$ cat config.mk
export PLATFORM = sky130hd
export DESIGN_NAME = ddr_arbiter
export DESIGN_NICKNAME = d
export VERILOG_FILES = /design/src/rtl/config_pkg.sv /design/src/rtl/ddr_arbiter.sv
export SDC_FILE = /design/constraint.sdc
export NUM_CORES = 1
export LEC_CHECK = 0
export ABC_AREA = 1
export CAP_MARGIN = 0
export CELL_PAD_IN_SITES_DETAIL_PLACEMENT = 1
export CELL_PAD_IN_SITES_GLOBAL_PLACEMENT = 1
export CORE_UTILIZATION = 19
export DETAILED_ROUTE_END_ITERATION = 7
export PLACE_DENSITY = 0.82
export SLEW_MARGIN = 15
export SYNTH_ARGS = -nofsm -noshare
export SYNTH_HDL_FRONTEND = slang
export SYNTH_SLANG_ARGS = --single-unit
$ cat constraint.sdc
create_clock -name clk_i -period 1.3 [get_ports clk_i]
set_clock_uncertainty 0.1 [all_clocks]
set_input_delay 0.195 -clock clk_i [delete_from_list [all_inputs] [get_ports clk_i]]
set_output_delay 0.195 -clock clk_i [all_outputs]
set_load 0.05 [all_outputs]
$ cat src/rtl/config_pkg.sv
// Shared DDR types and the arbiter state encoding used by the memory
// front-end.
package config_pkg;

  localparam int unsigned DdrAddrWidth = 32;
  localparam int unsigned DdrDataWidth = 32;

  typedef logic [DdrAddrWidth-1:0] ddr_address_t;
  typedef logic [DdrDataWidth-1:0] ddr_data_t;

  typedef enum logic [1:0] {
    IDLE,
    READ,
    WRITE
  } arb_state_t;

endpackage

$ cat src/rtl/ddr_arbiter.sv
// Two-client round-robin arbiter in front of a single DDR port.
// Client 0 is vector_load_store; client 1 is the matrix weight fetch unit.
module ddr_arbiter
  import config_pkg::*;
#(
  parameter bit WriteFirst = 1'b1
) (
  input  logic         clk_i,
  input  logic         rst_ni,

  input  ddr_address_t c0_ddr_address_i,
  input  logic         c0_ddr_w_en_i,
  input  ddr_data_t    c0_ddr_w_data_i,
  output logic         c0_ddr_w_done_o,
  input  logic         c0_ddr_r_en_i,
  output ddr_data_t    c0_ddr_r_data_o,
  output logic         c0_ddr_r_valid_o,

  input  ddr_address_t c1_ddr_address_i,
  input  logic         c1_ddr_w_en_i,
  input  ddr_data_t    c1_ddr_w_data_i,
  output logic         c1_ddr_w_done_o,
  input  logic         c1_ddr_r_en_i,
  output ddr_data_t    c1_ddr_r_data_o,
  output logic         c1_ddr_r_valid_o,

  output ddr_address_t ddr_address_o,
  output logic         ddr_w_en_o,
  output ddr_data_t    ddr_w_data_o,
  output logic         ddr_r_en_o,
  input  logic         ddr_w_done_i,
  input  ddr_data_t    ddr_r_data_i,
  input  logic         ddr_r_valid_i,

  output logic         busy_o
);

  arb_state_t   state_q, state_d;
  logic         client_q, client_d;
  logic         last_q, last_d;
  ddr_address_t addr_q, addr_d;
  ddr_data_t    w_data_q, w_data_d;
  logic         w_en_q, w_en_d;
  logic         r_en_q, r_en_d;

  logic         req0, req1, pick, sel_r, sel_w, go_write;
  ddr_address_t sel_addr;
  ddr_data_t    sel_w_data;

  always_comb begin
    state_d  = state_q;
    client_d = client_q;
    last_d   = last_q;
    addr_d   = addr_q;
    w_data_d = w_data_q;
    w_en_d   = w_en_q;
    r_en_d   = r_en_q;

    req0 = c0_ddr_r_en_i | c0_ddr_w_en_i;
    req1 = c1_ddr_r_en_i | c1_ddr_w_en_i;
    // On a tie the client that was not served last wins.
    pick       = (req0 && req1) ? ~last_q : req1;
    sel_r      = pick ? c1_ddr_r_en_i    : c0_ddr_r_en_i;
    sel_w      = pick ? c1_ddr_w_en_i    : c0_ddr_w_en_i;
    sel_addr   = pick ? c1_ddr_address_i : c0_ddr_address_i;
    sel_w_data = pick ? c1_ddr_w_data_i  : c0_ddr_w_data_i;
    go_write   = sel_w && (WriteFirst || !sel_r);

    case (state_q)
      IDLE: begin
        if (req0 || req1) begin
          client_d = pick;
          last_d   = pick;
          addr_d   = sel_addr;
          w_data_d = sel_w_data;
          if (go_write) begin
            state_d = WRITE;
            w_en_d  = 1'b1;
          end else begin
            state_d = READ;
            r_en_d  = 1'b1;
          end
        end
      end
      READ: begin
        if (ddr_r_valid_i) begin
          state_d = IDLE;
          r_en_d  = 1'b0;
        end
      end
      WRITE: begin
        if (ddr_w_done_i) begin
          state_d = IDLE;
          w_en_d  = 1'b0;
        end
      end
      default: begin
        state_d = IDLE;
        w_en_d  = 1'b0;
        r_en_d  = 1'b0;
      end
    endcase
  end

  always_ff @(posedge clk_i) begin
    if (!rst_ni) begin
      state_q  <= IDLE;
      client_q <= 1'b0;
      last_q   <= 1'b1;
      addr_q   <= '0;
      w_data_q <= '0;
      w_en_q   <= 1'b0;
      r_en_q   <= 1'b0;
    end else begin
      state_q  <= state_d;
      client_q <= client_d;
      last_q   <= last_d;
      addr_q   <= addr_d;
      w_data_q <= w_data_d;
      w_en_q   <= w_en_d;
      r_en_q   <= r_en_d;
    end
  end

  // Responses are steered only to the granted client and only for the active op.
  assign c0_ddr_r_valid_o = (state_q == READ)  && !client_q && ddr_r_valid_i;
  assign c1_ddr_r_valid_o = (state_q == READ)  &&  client_q && ddr_r_valid_i;
  assign c0_ddr_w_done_o  = (state_q == WRITE) && !client_q && ddr_w_done_i;
  assign c1_ddr_w_done_o  = (state_q == WRITE) &&  client_q && ddr_w_done_i;
  assign c0_ddr_r_data_o  = ddr_r_data_i;
  assign c1_ddr_r_data_o  = ddr_r_data_i;

  assign ddr_address_o = addr_q;
  assign ddr_w_data_o  = w_data_q;
  assign ddr_w_en_o    = w_en_q;
  assign ddr_r_en_o    = r_en_q;
  assign busy_o        = (state_q != IDLE);

endmodule

Yosys cells after proc, flatten, opt, wreduce, memory -nomap -nowiden
Cells that the tools add are included.
- bits in registers: 70
- latch bits: 0
- bits in writable memories: 0
- ROM bits: 0
- input port bits: 168
- output and inout port bits: 135
- memories kept: 0
- add/sub/neg operators: 0
- multipliers: 0
- div/mod/pow operators: 0
- order comparisons: 0
- equal/unequal tests: 7
- shifts and indexed selects: 0
- multiplexer cells: 17
- bitwise logic cells: 5
- reductions and logical operators: 17
- operators by type and width (operator ; count):
    $mux 32 ; 2
    $ne 2x2->1 const B ; 5
    $logic_and 1x1->1 ; 9
    $mux 1 ; 8
    $mux 2 ; 4
    $reduce_and 4->1 ; 2
    $pmux 1 s3 ; 2
    $pmux 2 s3 ; 1
    $not 1->1 ; 3
    $reduce_and 3->1 ; 1
    $eq 2x1->1 const B ; 1
    $eq 2x2->1 const B ; 1
    $logic_not 2->1 ; 1
    $or 1x1->1 ; 2
    $reduce_and 2->1 ; 1
    $reduce_bool 2->1 ; 1
    $logic_not 1->1 ; 1
    $logic_or 1x1->1 ; 1

Longest topological paths before layout
Gate-level depths: netlist (run 1).
- depth in word-level cells: 7
- mapped depth: 10
- gate-level depth less buffers: 8

Least setup slack after synthesis (run 1)
Ideal clock, no wire load.
- kind: register to output
- start: register state_q[0]
- end: output port c0_ddr_r_valid_o
- data arrival time: 1.668 ns
- data required time: 1.005 ns
- slack: -0.663 ns
- stages on the path, launching flop included: 5
- buffers on the path: 0
- path through: dfxtp_1 inv_1 nor2_1 inv_1 nor3_1
- cells in the longest elaborated chain, start to end: 3
- RTL lines (item ; RTL line ; text):
    start: declaration ; ddr_arbiter.sv:38 ; arb_state_t state_q, state_d;
    start signal: assignment ; ddr_arbiter.sv:115 ; state_q <= state_d;
    $eq 2x1->1 ; ddr_arbiter.sv:126 ; assign c0_ddr_r_valid_o = (state_q == READ) && !client_q && ddr_r_valid_i;
    $logic_and 1x1->1 (2 in a row) ; ddr_arbiter.sv:126 ;
    end: declaration ; ddr_arbiter.sv:17 ; output logic c0_ddr_r_valid_o,
No other way between the ends.

Worst setup path after layout (run 1)
- start: register state_q[1]
- end: register w_data_q[21] (netlist: ddr_w_data_o[21])
- cells in the longest elaborated chain, start to end: 2
- RTL lines (item ; RTL line ; text):
    $logic_not 2->1 ; ddr_arbiter.sv:69 ; case (state_q)
    $reduce_and 2->1 (no source line) ; -- ;
    end signal: assignment ; ddr_arbiter.sv:119 ; w_data_q <= w_data_d;
    end: declaration ; ddr_arbiter.sv:42 ; ddr_data_t w_data_q, w_data_d;
No other way between the ends.
A chain may end at the register's enable or synchronous reset.

==> impl_metrics.env, run 1 <==
export IMPL_peakVddDrop_v=0.000626
export IMPL_status="complete, but fails checks"
export IMPL_yosysWarnings=0
export IMPL_hold_viol_final=0
export IMPL_multiInputGateArea_mm2=0.00170
export IMPL_failed_checks="negative setup slack"
export IMPL_fin_crit_ns=1.68
export IMPL_cp_max_fo=8
export IMPL_grt_setup_unrepaired="true"
export IMPL_cts_tree="built"
export IMPL_period_share_pct=129
export IMPL_route_detailed_drc=0
export IMPL_whs_path_depth=3
export IMPL_clk_latency_ns=0.34
export IMPL_end_kind="flop"
export IMPL_grt_max_degree=36
export IMPL_antenna_found_initial=0
export IMPL_ys_ff_latch=70
export IMPL_grt_ovfl_total=0
export IMPL_fill_cells=2277
export IMPL_layout_common_cells="133 x nand2_1, 131 x clkdlybuf4s50_1, 80 x buf_12, 69 x inv_1, 66 x dfxtp_1"
export IMPL_finalSetupViolations=73
export IMPL_viasPerCell=4.31
export IMPL_regArea_mm2=0.00141
export IMPL_die_w_um=144
export IMPL_cts_hold_fix_buffers=0
export IMPL_place_port_buffers=206
export IMPL_synthCells=539
export IMPL_place_congestion=0.725
export IMPL_hold_class="in -> reg"
export IMPL_setup_tns_final_ns=-23.21
export IMPL_cts_max_level=3
export IMPL_ios=303
export IMPL_required_ns=1.43
export IMPL_core_mm2=0.0197
export IMPL_grt_usage_pct=15.6
export IMPL_avgSynthCellArea_um2=7.12
export IMPL_yosysUniqueCellTypes=20
export IMPL_final_nets=874
export IMPL_whs_ns=0.121
export IMPL_drive_gt1_share_pct=26.4
export IMPL_syn_cell_area_mm2=0.00384
export IMPL_place_ws_ns=-0.652
export IMPL_start_util_pct=19.5
export IMPL_clock_sinks=70
export IMPL_fp_row_count=51
export IMPL_reg2reg_slack_ns=-0.38
export IMPL_drv_cap=0
export IMPL_root_buffer="clkbuf_16"
export IMPL_initialDrtViolationCount=126
export IMPL_setup_slack_ns=-0.383
export IMPL_die_h_um=144
export IMPL_ys_seq_area_share_pct=36.5
export IMPL_drv_slew=0
export IMPL_power_density_mw_per_mm2=1670
export IMPL_p_leak_nw=3.52
export IMPL_routedWlPerCell_um=17.4
export IMPL_max_freq_mhz=594
export IMPL_areaGrowthSynthToFinish_pct=97.0
export IMPL_cp_start_kind="flop"
export IMPL_grt_pass1_wl_um=24000
export IMPL_wl_um=17000
export IMPL_clk_pin_slew_ns=0.06
export IMPL_relSlewSlack_pct=81.5
export IMPL_hpwl_um=11400
export IMPL_layout_commonest_cell="nand2_1"
export IMPL_reg2reg_depth=10
export IMPL_first_pass_iters=4
export IMPL_cts_buffers=9
export IMPL_routed_via_count=4205
export IMPL_crit_type="reg -> reg"
export IMPL_drtAntennaViolNets=0
export IMPL_worst_pin_slew_ns=0.277
export IMPL_grt_pass1_vias=4557
export IMPL_antenna_cells=0
export IMPL_cp_data_arrival_time_ns=1.81
export IMPL_cts_buffer_depth=2
export IMPL_syn_nets=707
export IMPL_die_area_mm2=0.0208
[per-stage QoR]
| step | total power [mW] | instances | utilization [%] | cell area, um2 |
|---|---|---|---|---|
| floorplan | 6.55 | 539 | - | 3910 |
| finish | 12.6 | 976 | 38.5 | 7560 |
| global route | 13.2 | 976 | 38.5 | 7560 |
| CTS | 12.6 | 970 | 37.6 | 7390 |
| detailed placement | 9.13 | 937 | 33.5 | 6580 |
| global placement | 9.00 | 937 | 33.5 | 6580 |
[sequential cells by signal (all words and copies together), names as in the netlist]
signal,count
ddr_address_o,32
client_q,1
ddr_w_data_o,32
ddr_w_en_o,1
last_q,1
state_q,2
ddr_r_en_o,1
[synth_stat cells (all sizes together)]
| library cell | number | area share [%] |
|---|---|---|
| nand2 | 141 | 14 |
| buf | 93 | 17 |
| inv | 76 | 7.4 |
| dfxtp | 70 | 37 |
| nand3 | 68 | 8.9 |
| o211ai | 64 | 13 |
| nor2 | 10 | 1.2 |
| clkbuf | 6 | 0.59 |
| a21oi | 4 | 0.62 |
| nor3 | 4 | 0.52 |
| o21ai | 2 | 0.26 |
| o21a | 1 | 0.20 |
[report_power, final]
part / internal (mW) / switching [mW] / total, mW
Sequential: 2.62 / 0.501 / 3.12
Combinational: 3.57 / 3.63 / 7.19
Clock: 1.34 / 0.984 / 2.33
[routing by layer]
metal | wire length [um] | global-route usage [%]
met1 | 6130 | 14.9
met2 | 8970 | 30.1
met3 | 1390 | 5.23
met4 | 467 | 6.55
met5 | 0 | 0
[critical path: stages, from the launching register on]
cell,delay (ns)
dfxtp_2,0.33
buf_6,0.11
nor2_4,0.14
inv_6,0.05
a21oi_4,0.16
buf_4,0.15
clkbuf_16,0.14
clkbuf_16,0.16
nand3_1,0.08
o211ai_1,0.08
inv_1,0.06
[worst paths after layout]
path              start                to
max          state_q[1]  ddr_w_data_o[21]
min              rst_ni        ddr_r_en_o
max reg2reg  state_q[1]  ddr_w_data_o[21]
min reg2reg    client_q          client_q
[cell type report]
cell class                      count  share of cell area, %
Timing Repair Buffer              255                   46.8
Multi-Input combinational cell    294                   22.5
Sequential cell                    70                   18.6
Tap cell                          265                   4.39
Inverter                           76                   4.01
Clock buffer                       11                   3.21
Clock inverter                      5                  0.464
[kinds of logic (layout without fill, tap and decap cells)]
| logic type | Yosys count | count (layout) | share of synthesized area, % |
|---|---|---|---|
| AOI/OAI and AO/OA | 71 | 71 | 13.6 |
| buffers and inverters | 175 | 347 | 25.4 |
| DFF | 70 | 70 | 36.5 |
| and+or+nand+nor | 223 | 223 | 24.4 |
[what timing repair did]
item | in CTS | in global routing
gates resized for setup | 52 | 35
gates cloned | 9 | 4
setup endpoints to repair | 74 | 75
pin swaps | 9 | 15
buffers inserted | 8 | 7
hold endpoints to repair | 0 | 0
Power figures use the tool's default switching activity.
==> run 2: changes to the inputs <==
Settings changed: SKIP_LAST_GASP from default to 1.
==> run 2 against run 1 <==
Effect of this change:
- the run still ends with negative setup slack left
- clock power about the same
- sequential power hardly changed
- combinational power about the same
- largest cell class unchanged
==> impl_metrics.env, run 2 (same netlist as run 1, synthesis figures left out) <==
export IMPL_root_buffer="clkbuf_16"
export IMPL_status="complete, but fails checks"
export IMPL_drive_gt1_share_pct=26.3
export IMPL_r2r_start="state_q[1]"
export IMPL_grt_max_degree=36
export IMPL_power_density_mw_per_mm2=1670
export IMPL_drv_cap=0
export IMPL_multiInputGateArea_mm2=0.00170
export IMPL_die_w_um=144
export IMPL_whs_endpoint="ddr_r_en_o"
export IMPL_place_port_buffers=206
export IMPL_cts_buffers=9
export IMPL_fp_row_count=51
export IMPL_layout_common_cells="133 x nand2_1, 131 x clkdlybuf4s50_1, 80 x buf_12, 69 x inv_1, 66 x dfxtp_1"
export IMPL_reg2reg_depth=10
export IMPL_r2r_end="ddr_w_data_o[21]"
export IMPL_grt_setup_unrepaired="true"
export IMPL_finalSetupViolations=73
export IMPL_finalInstanceArea_mm2=0.00755
export IMPL_ios=303
export IMPL_end_kind="primary output"
export IMPL_setup_tns_final_ns=-22.42
export IMPL_whs_path_depth=3
export IMPL_route_detailed_drc=0
export IMPL_relSlewSlack_pct=81.5
export IMPL_routed_via_count=4196
export IMPL_power_mw=12.6
export IMPL_hold_class="in -> reg"
export IMPL_cts_hold_fix_buffers=0
export IMPL_clk_pin_slew_ns=0.06
export IMPL_antenna_found_initial=0
export IMPL_areaGrowthSynthToFinish_pct=96.7
export IMPL_wl_um=16900
export IMPL_clk_latency_ns=0.34
export IMPL_cts_buffer_depth=2
export IMPL_start_util_pct=19.5
export IMPL_cp_max_fo=2
export IMPL_peakVddDrop_v=0.000607
export IMPL_max_freq_mhz=589
export IMPL_place_congestion=0.725
export IMPL_routedWlPerCell_um=17.4
export IMPL_layout_commonest_cell="nand2_1"
export IMPL_antenna_cells=0
export IMPL_crit_type="reg -> out"
export IMPL_fin_crit_ns=1.70
export IMPL_setup_slack_ns=-0.398
export IMPL_cp_data_arrival_time_ns=1.40
export IMPL_cts_max_level=3
export IMPL_viasPerCell=4.30
export IMPL_initialDrtViolationCount=110
export IMPL_worst_pin_slew_ns=0.278
export IMPL_fill_cells=2280
export IMPL_regArea_mm2=0.00141
export IMPL_place_area_mm2=0.00658
export IMPL_core_mm2=0.0197
export IMPL_hold_viol_final=0
export IMPL_cp_start_kind="flop"
export IMPL_drv_slew=0
export IMPL_die_h_um=144
export IMPL_required_ns=1.00
export IMPL_hpwl_um=11400
export IMPL_grt_usage_pct=15.6
export IMPL_failed_checks="negative setup slack"
export IMPL_period_share_pct=131
export IMPL_drtAntennaViolNets=0
export IMPL_hp_start="rst_ni"
export IMPL_place_ws_ns=-0.652
export IMPL_grt_pass1_wl_um=24100
export IMPL_utilization_pct=38.4
export IMPL_grt_ovfl_total=0
export IMPL_grt_pass1_vias=4556
export IMPL_first_pass_iters=4
export IMPL_cts_tree="built"
export IMPL_final_nets=873
export IMPL_reg2reg_slack_ns=-0.37
export IMPL_die_area_mm2=0.0208
export IMPL_clock_sinks=70
export IMPL_p_leak_nw=3.51
run 2: cell count changes in the layout (fill, tap and decap cells not counted):
cell	change
buf_4	-1
inv_2	+1
inv_4	-1
run 2: where the power goes:
part | internal (mW) | switching [mW]
Sequential | 2.62 | 0.500
Clock | 1.34 | 0.978
Combinational | 3.56 | 3.63
run 2: how the worst max path moves through the flow:
stage | from | to | slack, ns
after floorplan | state_q[0] | ddr_address_o[16] | -0.09
after global placement | c0_ddr_w_en_i | ddr_w_data_o[0] | -0.57
after detailed placement | c1_ddr_w_en_i | ddr_w_data_o[15] | -0.65
after CTS | state_q[1] | c0_ddr_w_done_o | -0.41
after global routing | state_q[0] | c0_ddr_r_valid_o | -0.46
final | state_q[0] | c0_ddr_r_valid_o | -0.40
run 2: layout make-up:
class	instances	share of cell area (%)
Clock buffer	11	3.22
Clock inverter	5	0.464
Inverter	76	3.98
Multi-Input combinational cell	294	22.6
Sequential cell	70	18.6
Tap cell	265	4.39
Timing Repair Buffer	254	46.7
run 2: what timing repair did:
item | in CTS | in global routing
pin swaps | 9 | 15
cloned | 9 | 4
endpoints found under the setup margin | 74 | 75
gates resized for setup | 49 | 37
setup buffers | 8 | 6
run 2: metrics by stage:
stage | cells | hold slack (ns)
3_5_place_dp | 937 | 0.290
5_1_grt | 975 | 0.113
2_1_floorplan | 539 | 0.325
4_1_cts | 970 | 0.104
3_3_place_gp | 937 | 0.290
6_report | 975 | 0.113
run 2: layer usage:
layer / global-route usage [%] / part of all wire, %
met5: 0 / 0
met4: 6.55 / 2.9
met3: 5.23 / 8.3
met2: 30.1 / 53
met1: 14.9 / 36
run 2: critical path, stage by stage, from the launching register on:
cell and delay [ns]:
dfxtp_2 0.36, buf_6 0.12, inv_4 0.03, nor2_4 0.09
inv_2 0.08, nor3_4 0.22, buf_12 0.16
==> run 3: changes to the inputs <==
Settings changed: ABC_AREA 1 to default, CTS_CLUSTER_SIZE from default to 30, PLACE_DENSITY 0.82 to 0.83.
==> run 3 against run 2 <==
Effect of this change:
- largest cell class unchanged
- sequential power fell by 5%
- die area fell by 5.6%
- flip-flop and latch count did not move
- synthesized area fell by 5.7%
- clock power rose by 20%
- fmax rose by 3.8%
- routed wire length fell by 9.8%
- first-iteration DRC count fell by 21%
- non-clock buffer count fell by 2
- synthesized cell count fell by 14%
- the flow still finishes with violations (negative setup slack)
==> impl_metrics.env, run 3 <==
export IMPL_status="complete, but fails checks"
export IMPL_failed_checks="negative setup slack"
export IMPL_clk_pin_slew_ns=0.06
export IMPL_routedWlPerCell_um=17.6
export IMPL_die_h_um=140
export IMPL_place_port_buffers=206
export IMPL_cp_max_fo=6
export IMPL_fp_row_count=50
export IMPL_synth_xor_area_share_pct=0
export IMPL_hold_class="in -> reg"
export IMPL_whs_path_depth=3
export IMPL_routed_via_count=3910
export IMPL_hold_viol_final=0
export IMPL_fin_crit_ns=1.64
export IMPL_clock_sinks=70
export IMPL_cp_data_arrival_time_ns=1.34
export IMPL_cts_tree="built"
export IMPL_yosys_most_used_dff="dfxtp_1"
export IMPL_worst_pin_slew_ns=0.372
export IMPL_crit_cells=3
export IMPL_critPathSlowestCell="dfxtp_4"
export IMPL_yosys_top_cells_area="dfxtp_1 39%, a21oi_1 15%, buf_4 13%, o21ai_0 8.4%, nand2_1 7.1%"
export IMPL_cp_cell_sequence="buf_6 -> nor4bb_4 -> buf_12"
export IMPL_hpwl_um=10100
export IMPL_synth_compound_area_share_pct=31.1
export IMPL_wl_um=15300
export IMPL_yosysTopAreaCellShare_pct=38.7
export IMPL_place_inst=831
export IMPL_syn_nets=632
export IMPL_grt_pass1_vias=4184
export IMPL_async_flop_share_pct=0
export IMPL_cts_hold_fix_buffers=0
export IMPL_first_pass_iters=4
export IMPL_place_ws_ns=-0.767
export IMPL_p_leak_nw=2.85
export IMPL_grt_ovfl_total=0
export IMPL_finalSetupViolations=72
export IMPL_drive_gt1_share_pct=29.7
export IMPL_required_ns=1.00
export IMPL_grt_max_degree=42
export IMPL_drv_slew=0
export IMPL_synth_enable_flop_cells=0
export IMPL_grt_usage_pct=15.8
export IMPL_cpPeakStageDelay_ns=0.36
export IMPL_antenna_found_initial=0
export IMPL_yosysWarnings=0
export IMPL_end_kind="primary output"
export IMPL_relSlewSlack_pct=75.2
export IMPL_yosysUniqueCellTypes=28
export IMPL_final_cells=866
export IMPL_cts_buffer_depth=2
export IMPL_layout_common_cells="130 x clkdlybuf4s50_1, 106 x a21oi_1, 88 x buf_12, 67 x dfxtp_1, 66 x nand2_1"
export IMPL_antenna_cells=0
export IMPL_synthCells=464
export IMPL_crit_type="reg -> out"
export IMPL_worst_path_buf_inv=2
export IMPL_start_util_pct=19.3
export IMPL_initialDrtViolationCount=87
export IMPL_peakVddDrop_v=0.000559
export IMPL_viasPerCell=4.52
export IMPL_grt_setup_unrepaired="true"
export IMPL_cts_buffers=9
export IMPL_layout_commonest_cell="clkdlybuf4s50_1"
export IMPL_synth_area_mux_share_pct=0
export IMPL_die_w_um=140
export IMPL_drtAntennaViolNets=0
export IMPL_cts_max_level=3
export IMPL_drv_cap=0
export IMPL_die_area_mm2=0.0196
export IMPL_root_buffer="clkbuf_16"
export IMPL_route_detailed_drc=0
export IMPL_clk_latency_ns=0.34
export IMPL_areaGrowthSynthToFinish_pct=99.6
export IMPL_yosysMostFrequentCell="a21oi_1"
export IMPL_yosys_top_cells_count="111 x a21oi_1, 70 x dfxtp_1, 68 x nand2_1"
export IMPL_place_congestion=0.708
export IMPL_ys_seq_area_share_pct=38.7
export IMPL_synth_top_family_by_area="compound AO/OA/AOI/OAI gates"
export IMPL_power_density_mw_per_mm2=1590
export IMPL_setup_tns_final_ns=-16.58
export IMPL_netlist_top_cell_by_area="dfxtp_1"
export IMPL_reg2reg_slack_ns=-0.33
export IMPL_ios=303
export IMPL_power_mw=11.4
export IMPL_yosys_area_share_simple_pct=10.6
export IMPL_cp_start_kind="flop"
export IMPL_max_freq_mhz=612
export IMPL_r2r_end="ddr_w_data_o[16]"
export IMPL_whs_endpoint="last_q"
export IMPL_syn_cell_area_mm2=0.00362
export IMPL_final_nets=795
export IMPL_cpLargestDelayFamily="flip-flops"
export IMPL_period_share_pct=126
export IMPL_hp_start="rst_ni"
export IMPL_synthAdderAreaFrac_pct=0
export IMPL_grt_pass1_wl_um=23500
export IMPL_whs_ns=0.191
export IMPL_r2r_start="state_q[0]"
export IMPL_core_mm2=0.0187
export IMPL_reg2reg_depth=8
export IMPL_avgSynthCellArea_um2=7.80
export IMPL_setup_slack_ns=-0.335
export IMPL_ys_ff_latch=70
-- run 3: cell count changes after synthesis, sizes merged, moves of 4 or more --
cell	before	now
nand2b	0	4
buf	93	83
o211ai	64	2
clkbuf	6	17
nand2	141	68
o21ai	2	69
inv	76	2
nand3	68	1
nor2	10	2
a21oi	4	131
-- run 3: cells by family after synthesis --
kind of cell	after synthesis
compound gates	206
buf+inv	102
flops	70
simple gates	86
-- run 3: metrics by stage --
step | utilization, % | cell area, um2
global route | 38.6 | 7220
detailed placement | 34.0 | 6350
floorplan | - | 3670
global placement | 34.0 | 6350
CTS | 38.9 | 7280
finish | 38.6 | 7220
-- run 3: layout make-up --
class / count / area (um2)
fillers: 2071 / 11500
clock inverters: 5 / 81.3
multi-input cells: 292 / 1700
clock buffers: 11 / 253
flip-flops and latches: 70 / 1410
well taps: 234 / 293
inverters: 2 / 7.51
repair buffers: 252 / 3480
-- run 3: power breakdown --
part / internal, mW / switching (mW) / leakage (nW)
sequential: 2.53 / 0.434 / 0.584
clock: 1.79 / 0.999 / 0.162
combinational: 2.87 / 2.83 / 2.10
total: 7.19 / 4.26 / 2.85
-- run 3: metal layers --
| metal | routed length [um] | global-route usage (%) |
|---|---|---|
| met2 | 7800 | 28.1 |
| met5 | 0 | 0 |
| met4 | 532 | 7.98 |
| met3 | 1140 | 5.47 |
| met1 | 5810 | 16.5 |
-- run 3: worst max path at each step --
stage | from | endpoint
2_1_floorplan | state_q[1] | ddr_address_o[16]
3_3_place_gp | c0_ddr_w_en_i | ddr_address_o[21]
3_5_place_dp | c0_ddr_w_en_i | ddr_w_data_o[15]
4_1_cts | state_q[0] | c0_ddr_w_done_o
5_1_grt | state_q[0] | ddr_w_data_o[16]
6_report | state_q[0] | c0_ddr_w_done_o
-- run 3: what timing repair did --
action / in CTS / in global routing
resized for setup: 86 / 18
setup buffers: 14 / 0
endpoints found under the setup margin: 75 / 74
endpoints found under the hold margin: 0 / 0
pin swaps: 7 / 7
gates cloned: 10 / 0
-- run 3: worst register-to-register path, stage by stage, from the launching register on --
cell,delay [ns]
dfxtp_4,0.36
buf_6,0.12
buf_6,0.11
nor3_4,0.22
buf_12,0.20
buf_12,0.12
buf_12,0.13
o21ai_2,0.07
a21oi_1,0.13
